`config.mk`:
```
export PLATFORM = sky130hd
export DESIGN_NAME = arty_uart_rx
export DESIGN_NICKNAME = d
export VERILOG_FILES = /design/src/rtl/uart_pkg.sv /design/src/rtl/arty_uart_sync2.sv /design/src/rtl/arty_uart_rx.sv
export SDC_FILE = /design/constraint.sdc
export NUM_CORES = 1
export LEC_CHECK = 0
export ABC_CLOCK_PERIOD_IN_PS = 3000
export BUFFER_PORTS_ARGS = -buffer_cell sky130_fd_sc_hd__buf_2
export CORE_ASPECT_RATIO = 1.75
export CORE_MARGIN = 1.5
export CORE_UTILIZATION = 58
export DETAILED_ROUTE_END_ITERATION = 7
export GPL_TIMING_DRIVEN = 0
export HOLD_SLACK_MARGIN = 0.08
export PLACE_DENSITY = 0.78
export SYNTH_ARGS = -nofsm -noshare
export SYNTH_HDL_FRONTEND = slang
export SYNTH_HIERARCHICAL = 1
export SYNTH_SLANG_ARGS = --single-unit
```
`constraint.sdc`:
```
create_clock -name clk -period 3 [get_ports clk]
set_input_delay 0.3 -clock clk [delete_from_list [all_inputs] [get_ports clk]]
set_output_delay 0.3 -clock clk [all_outputs]
set_load 0.005 [all_outputs]
```
`src/rtl/uart_pkg.sv`:
```
// Shared types and helpers for the Arty UART blocks.
package uart_pkg;
  localparam int CLKS_PER_BIT_DEF = 868;  // 100 MHz / 115200

  typedef enum logic [2:0] {
    IDLE, START, DATA, PARITY, STOP, WAIT_HIGH
  } rx_state_e;

  function automatic logic parity_calc(input logic [7:0] data, input logic odd);
    return (^data) ^ odd;
  endfunction
endpackage

```
`src/rtl/arty_uart_sync2.sv`:
```
// Generic two-flop synchroniser with a configurable reset value, for any
// asynchronous board input (serial line, buttons, switches).
module arty_uart_sync2 #(
  parameter int               WIDTH   = 1,
  parameter logic [WIDTH-1:0] RST_VAL = '0
) (
  input  logic             clk,
  input  logic             rst,
  input  logic [WIDTH-1:0] d_i,
  output logic [WIDTH-1:0] q_o
);
  logic [WIDTH-1:0] meta_q, sync_q;

  always_ff @(posedge clk) begin
    if (rst) begin
      meta_q <= RST_VAL;
      sync_q <= RST_VAL;
    end else begin
      meta_q <= d_i;
      sync_q <= meta_q;
    end
  end

  assign q_o = sync_q;
endmodule

```
`src/rtl/arty_uart_rx.sv`:
```
// UART receiver: 8 data bits LSB first, optional parity, one stop bit,
// 3-sample majority vote mid-bit, single-entry valid/ready holding register.
module arty_uart_rx
  import uart_pkg::*;
#(
  parameter int CLKS_PER_BIT = CLKS_PER_BIT_DEF,
  parameter int PARITY_EN    = 0,
  parameter int PARITY_ODD   = 0
) (
  input  logic       clk,
  input  logic       rst,
  input  logic       rx_i,
  output logic [7:0] rx_data_o,
  output logic       rx_valid_o,
  input  logic       rx_ready_i,
  output logic       frame_err_o,
  output logic       parity_err_o,
  output logic       overrun_err_o,
  output logic       busy_o
);
  localparam logic [15:0] LAST = 16'(CLKS_PER_BIT - 1);
  localparam logic [15:0] HALF = 16'(CLKS_PER_BIT / 2);
  localparam logic        ODD  = (PARITY_ODD != 0);

  logic        rx_s;
  rx_state_e   state_q, state_d;
  logic [15:0] cnt_q, cnt_d;
  logic [2:0]  bit_q, bit_d;
  logic [7:0]  shift_q, shift_d;
  logic [1:0]  samp_q, samp_d;
  logic        pflag_q, pflag_d;
  logic [7:0]  data_q, data_d;
  logic        valid_q, valid_d;
  logic        ferr_q, ferr_d;
  logic        perr_q, perr_d;
  logic        ovr_q, ovr_d;

  logic in_frame, decide, maj, done, accept;

  arty_uart_sync2 #(.WIDTH(1), .RST_VAL(1'b1)) u_sync (
    .clk (clk),
    .rst (rst),
    .d_i (rx_i),
    .q_o (rx_s)
  );

  assign in_frame = (state_q == START) || (state_q == DATA) ||
                    (state_q == PARITY) || (state_q == STOP);
  assign decide   = in_frame && (cnt_q == HALF + 16'd1);
  // samp_q[1] taken at HALF-1, samp_q[0] at HALF, live rx_s at HALF+1
  assign maj      = (samp_q[1] & samp_q[0]) | (samp_q[1] & rx_s) | (samp_q[0] & rx_s);
  assign done     = decide && (state_q == STOP);
  assign accept   = !valid_q || rx_ready_i;

  always_ff @(posedge clk) begin
    if (rst) state_q <= IDLE;
    else     state_q <= state_d;
  end

  always_comb begin
    state_d = state_q;
    case (state_q)
      IDLE:      if (!rx_s) state_d = START;
      START:     if (decide) state_d = maj ? IDLE : DATA;
      DATA:      if (decide && bit_q == 3'd7) state_d = (PARITY_EN != 0) ? PARITY : STOP;
      PARITY:    if (decide) state_d = STOP;
      STOP:      if (decide) state_d = maj ? IDLE : WAIT_HIGH;
      WAIT_HIGH: if (rx_s) state_d = IDLE;
      default:   state_d = IDLE;
    endcase
  end

  always_comb begin
    cnt_d   = '0;
    bit_d   = bit_q;
    shift_d = shift_q;
    samp_d  = samp_q;
    pflag_d = pflag_q;
    data_d  = data_q;
    valid_d = valid_q;
    ferr_d  = 1'b0;
    perr_d  = 1'b0;
    ovr_d   = 1'b0;

    if (in_frame) begin
      cnt_d = (cnt_q == LAST) ? 16'd0 : cnt_q + 16'd1;
      if (cnt_q == HALF - 16'd1) samp_d[1] = rx_s;
      if (cnt_q == HALF)         samp_d[0] = rx_s;
    end

    if (state_q == IDLE) begin
      bit_d   = '0;
      pflag_d = 1'b0;
    end

    if (decide && state_q == DATA) begin
      shift_d = {maj, shift_q[7:1]};
      bit_d   = bit_q + 3'd1;
    end
    if (decide && state_q == PARITY && maj != parity_calc(shift_q, ODD))
      pflag_d = 1'b1;

    if (valid_q && rx_ready_i) valid_d = 1'b0;

    // a completing byte may refill the register in the same cycle it is drained
    if (done) begin
      ferr_d = !maj;
      if (accept) begin
        data_d  = shift_q;
        valid_d = 1'b1;
        perr_d  = pflag_q;
      end else begin
        ovr_d = 1'b1;
      end
    end
  end

  always_ff @(posedge clk) begin
    if (rst) begin
      cnt_q   <= '0;
      bit_q   <= '0;
      shift_q <= '0;
      samp_q  <= '0;
      pflag_q <= 1'b0;
      data_q  <= '0;
      valid_q <= 1'b0;
      ferr_q  <= 1'b0;
      perr_q  <= 1'b0;
      ovr_q   <= 1'b0;
    end else begin
      cnt_q   <= cnt_d;
      bit_q   <= bit_d;
      shift_q <= shift_d;
      samp_q  <= samp_d;
      pflag_q <= pflag_d;
      data_q  <= data_d;
      valid_q <= valid_d;
      ferr_q  <= ferr_d;
      perr_q  <= perr_d;
      ovr_q   <= ovr_d;
    end
  end

  assign rx_data_o     = data_q;
  assign rx_valid_o    = valid_q;
  assign frame_err_o   = ferr_q;
  assign parity_err_o  = perr_q;
  assign overrun_err_o = ovr_q;
  assign busy_o        = (state_q != IDLE);
endmodule

```
# --- Yosys cells after proc, flatten, opt, wreduce, memory -nomap -nowiden ---
# Index checks and enable logic that the tools add are counted.
word_totals:
  reg_bits: 47
  in_bits: 4
  out_inout_bits: 13
  elab_cells: 83
classes:
  add_sub_neg: 2
  eq_ne: 17
  mux: 17
  n_bitwise: 8
  n_reduce_logical: 25
ops:
  columns: ["op", "n"]
  rows:
  - ["== test 16 x 9 -> 1 bit (second input constant)", 3]
  - ["two-way mux 3 bit", 9]
  - ["one-hot mux 3 bit (6 select lines)", 1]
  - ["adder 16 x 1 -> 16 bit (second input constant)", 1]
  - ["== test 16 x 10 -> 1 bit (second input constant)", 1]
  - ["== test 3 bit (second input constant)", 3]
  - ["!= test 2 bit (second input constant)", 4]
  - ["XOR reduction 8 bit", 1]
  - ["logical AND 1 bit", 7]
  - ["== test 3 x 2 -> 1 bit (second input constant)", 2]
  - ["two-way mux 1 bit", 6]
  - ["AND reduction 2 bit", 3]
  - ["AND reduction 6 bit", 1]
  - ["OR reduction 3 bit", 2]
  - ["logical OR 1 bit", 4]
  - ["!= test 2 x 1 -> 1 bit (second input constant)", 2]
  - ["nonzero test 2 bit", 2]
  - ["adder 3 x 1 -> 3 bit (second input constant)", 1]
  - ["AND 1 bit", 3]
  - ["== test 3 x 1 -> 1 bit (second input constant)", 1]
  - ["zero test 3 bit", 1]
  - ["NOT 1 bit", 3]
  - ["nonzero test 3 bit", 1]
  - ["zero test 1 bit", 2]
  - ["other kinds (4)", 5]

# --- Logic depth before layout (Yosys ltp) ---
# Gate-level depths: netlist of the first run.
logic_depth:
  depth_word: 8
  ltp_mapped: 8

# --- By module ---
# The synthesis of the first run kept the hierarchy.
by_module_without_submodules:
  columns: ["module", "instances", "cells_each", "area_per_inst_um2", "seq_area_each_um2"]
  rows:
  - ["arty_uart_rx", 1, 233, 2021.9, 900.9]
  - ["arty_uart_sync2", 1, 4, 52.6, 40.0]

# --- Worst setup path before layout of the first run ---
# Ideal clock, no wire load.
synth_timing:
  kind: "reg2reg"
  startpoint: "register cnt_q[2]"
  endpoint: "register state_q[1]"
  setup_time_ps: 74
  arrival_ps: 2132
  setup_slack_ps: 793
  stages_incl_launch_ff: 6
  cell_sequence: "dfxtp_1 -> or4_1 -> or4_4 -> buf_6 -> or4_1 -> a31oi_1"
synth_between:
  elab_chain_cells: 5
  word_cells_on_any_way: 8
  cone_classes: "eq/ne: 5; reduce/logical: 3"
synth_rtl:
  columns: ["item", "line", "source"]
  rows:
  - ["start, declared", "arty_uart_rx.sv:27", "logic [15:0] cnt_q, cnt_d;"]
  - ["start signal, assigned", "arty_uart_rx.sv:131", "cnt_q <= cnt_d;"]
  - ["== test 16 x 9 -> 1 bit *", "arty_uart_rx.sv:49", "assign decide = in_frame && (cnt_q == HALF + 16'd1);"]
  - ["logical AND 1 bit *", "arty_uart_rx.sv:49", null]
  - ["logical AND 1 bit", "arty_uart_rx.sv:65", "DATA: if (decide && bit_q == 3'd7) state_d = (PARITY_EN != 0) ? PARITY : STOP;"]
  - ["!= test 2 x 1 -> 1 bit (no line)", null, null]
  - ["AND reduction 6 bit (no line) *", null, null]
  - ["end signal, assigned", "arty_uart_rx.sv:57", "else state_q <= state_d;"]
  - ["end, declared", "arty_uart_rx.sv:26", "rx_state_e state_q, state_d;"]
# Every way passes the cells marked *; elsewhere a longest branch is shown, timed or not.
# A chain may end at the register's enable or synchronous reset.

# --- Final worst setup path of the first run ---
layout_timing:
  startpoint: "register cnt_q[2]"
  endpoint: "register bit_q[0]"
layout_between:
  elab_chain_cells: 4
  word_cells_on_any_way: 5
  cone_classes: "eq/ne: 1; mux: 1; reduce/logical: 3"
layout_rtl:
  columns: ["item", "line", "source"]
  rows:
  - ["== test 16 x 9 -> 1 bit *", "arty_uart_rx.sv:49", null]
  - ["logical AND 1 bit *", "arty_uart_rx.sv:49", null]
  - ["logical AND 1 bit *", "arty_uart_rx.sv:96", "if (decide && state_q == DATA) begin"]
  - ["two-way mux 3 bit or nonzero test 2 bit (tied branches)", null, null]
  - ["end signal, assigned", "arty_uart_rx.sv:132", "bit_q <= bit_d;"]
  - ["end, declared", "arty_uart_rx.sv:28", "logic [2:0] bit_q, bit_d;"]
# Marks and branches as above.

==> impl_metrics.env, run 1 <==
export IMPL_postSynthCellCount=237
export IMPL_clock_sinks=47
export IMPL_timing_final_hold_violations=0
export IMPL_fin_crit_sh_pct=78.33
export IMPL_nFillCells=305
export IMPL_ys_warn_count=6
export IMPL_placed_area_um2=2211
export IMPL_fmax_mhz=425.6
export IMPL_first_pass_iters=5
export IMPL_drtIter0Drc=24
export IMPL_outcome="finished, final reports clean"
export IMPL_netlist_area_um2=2074
export IMPL_slew_violations=0
export IMPL_htree_levels=2
export IMPL_hold_path_class="in -> reg"
export IMPL_cts_resized_gates=0
export IMPL_slew_headroom_pct=60.31
export IMPL_postCtsSetupBuffers=0
export IMPL_endpoint_kind="register"
export IMPL_r2r_start="cnt_q[2]"
export IMPL_synth_seq_cells=47
export IMPL_hp_start="rx_i"
export IMPL_crit_type="reg -> reg"
export IMPL_rsz0062_at_grt="false"
export IMPL_final_antenna_net_count=0
export IMPL_gp_congestion=0.8406
export IMPL_p_leak_nw=0.7958
export IMPL_pwr_density_cell_nw_per_um2=556.3
export IMPL_routed_via_density=5.386
export IMPL_drc=0
export IMPL_antenna_cells=0
export IMPL_clockBufferDepth=2
export IMPL_die_y_um=82.12
export IMPL_initial_core_util_pct=61.05
export IMPL_finClkSkew_ns=0.009487
export IMPL_wl_mm=3.748
export IMPL_antenna_found_initial=0
export IMPL_clk_pin_slew_ns=0.08
export IMPL_grt_max_degree=16
export IMPL_nets=269
export IMPL_rows=28
export IMPL_worstSetupStartpointType="register"
export IMPL_tns_ns=0
export IMPL_numPortBuffers=16
export IMPL_yosysSeqAreaShare_pct=45.36
export IMPL_path_cells="or4_1 -> or4_4 -> buf_6 -> nand2b_1 -> clkbuf_1 -> nand3_1 -> a21oi_1"
export IMPL_design_area_um2=2300
export IMPL_fin_crit_ns=2.350
export IMPL_critPathLaunch="cnt_q[2]"
export IMPL_grtUsageTotal_pct=21.71
export IMPL_avgSynthCellArea_um2=8.753
export IMPL_cts_buffers=5
export IMPL_dp_hpwl_mm=2.754
export IMPL_ir_worst_vdd_mv=0.4631
export IMPL_drv_cap=0
export IMPL_die_x_um=48.21
export IMPL_drive_gt1_share_pct=13.03
export IMPL_insertion_delay_ns=0.30
export IMPL_num_vias=1648
export IMPL_slowest_stage="or4_1"
export IMPL_syn_num_nets=246
export IMPL_dieArea_um2=3959
export IMPL_tightest_slew_ns=0.5899
export IMPL_syn_to_final_growth_pct=10.86
export IMPL_cts_tree="built"
export IMPL_critPathMaxFanout=10
export IMPL_worstPathRequired_ns=3.17
export IMPL_ios=17
export IMPL_wl_per_cell_um=12.25
export IMPL_ys_types=37
export IMPL_grt_remaining_overflow=0
export IMPL_setup_violations=0
export IMPL_cpPeakStageDelay_ns=0.58
export IMPL_grt_pass1_vias=1457
export IMPL_clock_root_buffer="clkbuf_8"
export IMPL_grt_pass1_wl_mm=6.147
export IMPL_core_um2=3398
export IMPL_crit_arrival_ns=2.52
export IMPL_holdBufCountCts=0
-- registers in the layout, summed over array words and instances (netlist names) --
signal and flops:
cnt_q 16, rx_data_o 8, shift_q 8, bit_q 3, state_q 3, samp_q 2
frame_err_o 1, overrun_err_o 1, parity_err_o 1, pflag_q 1, rx_valid_o 1, u_sync/meta_q 1
u_sync/q_o 1
-- layer usage --
layer  global-route usage (%)  wire (µm)  vias up
li1                         -          -      847
met1                    22.85       1524      751
met2                    37.76       1973       38
met3                    5.217        114       12
met4                    10.54        135        0
met5                        0          0        -
-- cell usage after synthesis (all sizes together) --
cell type,n,area (µm²)
dfxtp,47,940.9
nor2,33,131.4
nand2,29,108.9
a21oi,15,75.07
xnor2,14,122.6
nand3,13,65.06
mux2i,11,110.1
clkbuf,9,33.78
xor2,7,61.31
nand2b,6,37.54
ha,5,62.56
nor4,5,31.28
or2,5,31.28
inv,4,15.01
nand3b,4,30.03
nand4,4,25.02
nor3,4,25.02
or4,4,33.78
o21ai,3,15.01
buf,2,16.26
or3b,2,17.52
a211oi,1,7.510
a311oi,1,8.760
a31oi,1,6.260
and2,1,6.260
and3,1,6.260
maj3,1,10.01
nor2b,1,6.260
nor4b,1,8.760
o31ai,1,7.510
or3,1,6.260
or4bb,1,11.26
-- stage by stage --
| step | utilization, % | hold slack [ns] | worst slack (ns) | instances | power [W] |
|---|---|---|---|---|---|
| floorplan | - | 0.3832 | 0.7935 | 237 | 0.0008613 |
| global placement | 65.06 | 0.3873 | 0.7030 | 298 | 0.0009169 |
| detailed placement | 65.06 | 0.4006 | 0.6779 | 298 | 0.0009191 |
| CTS | 67.67 | 0.1742 | 0.6533 | 306 | 0.001292 |
| global route | 67.67 | 0.1902 | 0.5467 | 306 | 0.001350 |
| finish | 67.67 | 0.1820 | 0.6502 | 306 | 0.001279 |
-- kinds of logic after synthesis --
family | count (synthesis) | synth area share (%)
buffers and inverters | 15 | 3.136
AND/OR/NAND/NOR | 115 | 28.05
AO/OA/AOI/OAI | 22 | 5.790
multiplexers | 11 | 5.308
XOR/XNOR | 21 | 8.866
flip-flops | 47 | 45.36
adder cells (fa/ha/maj) | 6 | 3.498
-- cells in the final DEF, fill, tap and decap left out, types with 2 or more instances in the layout --
cell type,instances
dfxtp_1,47
nor2_1,32
nand2_1,29
buf_2,17
a21oi_1,15
xnor2_1,14
nand3_1,13
mux2i_1,11
clkbuf_1,9
xor2_1,7
nand2b_1,6
nor4_1,5
ha_1,5
clkbuf_8,5
inv_1,4
nand3b_1,4
nand4_1,4
or4_1,3
or2_2,3
o21ai_0,3
nor3_1,3
or3b_2,2
clkinvlp_4,2
or2_1,2
-- critical path: cells and delay by family (launching register included) --
kind / cells / cell delay (ns)
flip-flops: 1 / 0.37
AND/OR/NAND/NOR: 4 / 1.41
buffers and inverters: 2 / 0.38
AO/OA/AOI/OAI: 1 / 0.06
-- area by class of cell --
| class | count | area, µm² | area share (%) |
|---|---|---|---|
| sequential | 47 | 940.9 | 40.91 |
| multi-input combinational | 175 | 1069 | 46.46 |
| tap | 45 | 56.30 | 2.448 |
| buffer | 11 | 50.05 | 2.176 |
| clock inverter | 3 | 20.02 | 0.8705 |
| clock buffer | 5 | 68.82 | 2.992 |
| timing repair buffer | 16 | 80.08 | 3.482 |
| inverter | 4 | 15.01 | 0.6529 |
-- final timing paths --
path / to / cells after the start / slack, ns
hold reg to reg: u_sync/q_o / 1 / 0.41
setup / recovery: bit_q[0] / 7 / 0.65
setup reg to reg: bit_q[0] / 7 / 0.65
hold / removal: u_sync/meta_q / 2 / 0.18
-- report_power, final --
group	total [W]	internal (W)	leakage, nW	switching (W)
logic	0.000247	0.0000922	0.376	0.000154
registers	0.000659	0.000644	0.379	0.0000151
clock network	0.000374	0.000162	0.0402	0.000211
total	0.00128	0.000899	0.796	0.000381
Note: power is estimated with default switching activity, not from simulation.
==> inputs of run 2 (changes only) <==
--- a/config.mk
+++ b/config.mk
@@ -5,7 +5,7 @@
 export SDC_FILE = /design/constraint.sdc
 export NUM_CORES = 1
 export LEC_CHECK = 0
-export ABC_CLOCK_PERIOD_IN_PS = 3000
+export ABC_CLOCK_PERIOD_IN_PS = 2300
 export BUFFER_PORTS_ARGS = -buffer_cell sky130_fd_sc_hd__buf_2
 export CORE_ASPECT_RATIO = 1.75
 export CORE_MARGIN = 1.5
==> constraint.sdc (replaced) <==
create_clock -name clk -period 2.3 [get_ports clk]
set_input_delay 0.23 -clock clk [delete_from_list [all_inputs] [get_ports clk]]
set_output_delay 0.23 -clock clk [all_outputs]
set_load 0.005 [all_outputs]
==> impl_metrics.env, run 2 (synthesis results as in run 1) <==
export IMPL_clock_sinks=47
export IMPL_wl_per_cell_um=12.36
export IMPL_layout_commonest_cell="dfxtp_1"
export IMPL_rr_worst_depth=4
export IMPL_post_place_ws_ns=-0.02210
export IMPL_grt_remaining_overflow=0
export IMPL_holdPathStages=2
export IMPL_initial_core_util_pct=61.05
export IMPL_placed_area_um2=2211
export IMPL_die_x_um=48.21
export IMPL_gp_congestion=0.8406
export IMPL_pwr_density_cell_nw_per_um2=712.7
export IMPL_finClkSkew_ns=0.01003
export IMPL_wl_mm=3.806
export IMPL_core_um2=3398
export IMPL_antenna_found_initial=0
export IMPL_cts_buffers=5
export IMPL_endpoint_kind="register"
export IMPL_largest_register="cnt_q"
export IMPL_path_cells="or4_4 -> or4_4 -> or4_1 -> a31oi_1"
export IMPL_critPathLaunch="cnt_q[2]"
export IMPL_cpPeakStageDelay_ns=0.59
export IMPL_p_leak_nw=0.8142
export IMPL_slew_violations=0
export IMPL_ir_worst_vdd_mv=0.5888
export IMPL_slew_headroom_pct=60.27
export IMPL_reg2reg_slack_ns=0.09
export IMPL_layout_setup_ws_ns=0.08847
export IMPL_clk_pin_slew_ns=0.09
export IMPL_htree_levels=2
export IMPL_insertion_delay_ns=0.30
export IMPL_fin_crit_ns=2.212
export IMPL_worst_path_buf_inv=0
export IMPL_fmax_mhz=452.2
export IMPL_rr_endpoint="state_q[1]"
export IMPL_die_y_um=82.12
export IMPL_slowest_stage="or4_4"
export IMPL_rows=28
export IMPL_final_cell_mix="dfxtp_1 (42), nor2_1 (32), nand2_1 (29)"
export IMPL_nets=271
export IMPL_cp_common_cell="or4_4"
export IMPL_worstPathRequired_ns=2.53
export IMPL_dp_hpwl_mm=2.754
export IMPL_ios=17
export IMPL_fin_crit_sh_pct=96.15
export IMPL_crit_arrival_ns=2.44
export IMPL_path_delay_family="simple AND/OR/NAND/NOR gates"
export IMPL_outcome="finished, final reports clean"
export IMPL_drtIter0Drc=33
export IMPL_routed_via_density=5.328
export IMPL_hold_end="u_sync/meta_q"
export IMPL_tns_ns=0
export IMPL_grt_max_degree=16
export IMPL_drc=0
export IMPL_final_antenna_net_count=0
export IMPL_timing_final_hold_violations=0
export IMPL_clockBufferDepth=2
export IMPL_design_area_um2=2342
export IMPL_dieArea_um2=3959
export IMPL_largest_reg_flops=16
export IMPL_hp_start="rx_i"
export IMPL_num_vias=1641
export IMPL_drv_cap=0
export IMPL_worstSetupStartpointType="register"
export IMPL_crit_type="reg -> reg"
export IMPL_hold_path_class="in -> reg"
export IMPL_critPathMaxFanout=8
export IMPL_first_pass_iters=4
export IMPL_numPortBuffers=16
export IMPL_syn_to_final_growth_pct=12.91
export IMPL_grtUsageTotal_pct=21.76
export IMPL_cts_tree="built"
export IMPL_drive_gt1_share_pct=17.11
export IMPL_clock_root_buffer="clkbuf_8"
export IMPL_tightest_slew_ns=0.5904
export IMPL_grt_pass1_wl_mm=6.161
export IMPL_setup_violations=0
export IMPL_r2r_start="cnt_q[2]"
export IMPL_grt_pass1_vias=1467
export IMPL_antenna_cells=0
[run 2: changes by cell type in the layout (fill, tap and decap cells not counted), moves of 2 or more]
cell	change
clkbuf_1	-2
clkbuf_2	+2
or4_4	+2
buf_4	+2
or4_1	-2
dfxtp_2	+4
dfxtp_1	-5
[run 2: through the flow]
| step | power [W] | std cells | utilization (%) | hold slack [ns] |
|---|---|---|---|---|
| floorplan | 0.001123 | 237 | - | 0.3271 |
| global route | 0.001762 | 308 | 68.92 | 0.1217 |
| detailed placement | 0.001199 | 298 | 65.06 | 0.4006 |
| finish | 0.001669 | 308 | 68.92 | 0.1118 |
| global placement | 0.001196 | 298 | 65.06 | 0.3873 |
| CTS | 0.001685 | 307 | 68.45 | 0.1042 |
[run 2: area by class of cell]
cell class	instances	area (µm²)
multi-input cells	175	1076
well taps	45	56.30
clock inverters	3	20.02
plain buffers	10	41.29
inverters	4	15.01
repair buffers	19	115.1
clock buffers	5	68.82
flip-flops and latches	47	949.7
fillers	298	1056
[run 2: how the worst max path moves through the flow]
stage               slack (ns)           end  cells past startpoint
finish                    0.09    state_q[1]                      4
global route             -0.01    state_q[1]                      4
CTS                      0.007    state_q[1]                      5
detailed placement       -0.02  rx_data_o[4]                      6
global placement         0.003      bit_q[0]                      7
floorplan                 0.09    state_q[1]                      5
[run 2: repair_timing]
item                                    in CTS  in global routing
resized for setup                            3                  8
endpoints found under the setup margin      19                 24
setup buffers                                1                  2
pin swaps                                    1                  1
hold buffers                                 0                  0
[run 2: power by group]
part | switching [W] | internal (W)
logic | 0.000202 | 0.000122
registers | 0.0000200 | 0.000839
clock network | 0.000274 | 0.000212
total | 0.000496 | 0.00117
[run 2: routing by layer]
metal | part of all wire (%) | GRT usage [%]
met5 | 0 | 0
met4 | 4.2 | 11.08
met3 | 2.6 | 5.217
met2 | 53 | 37.50
met1 | 41 | 22.98
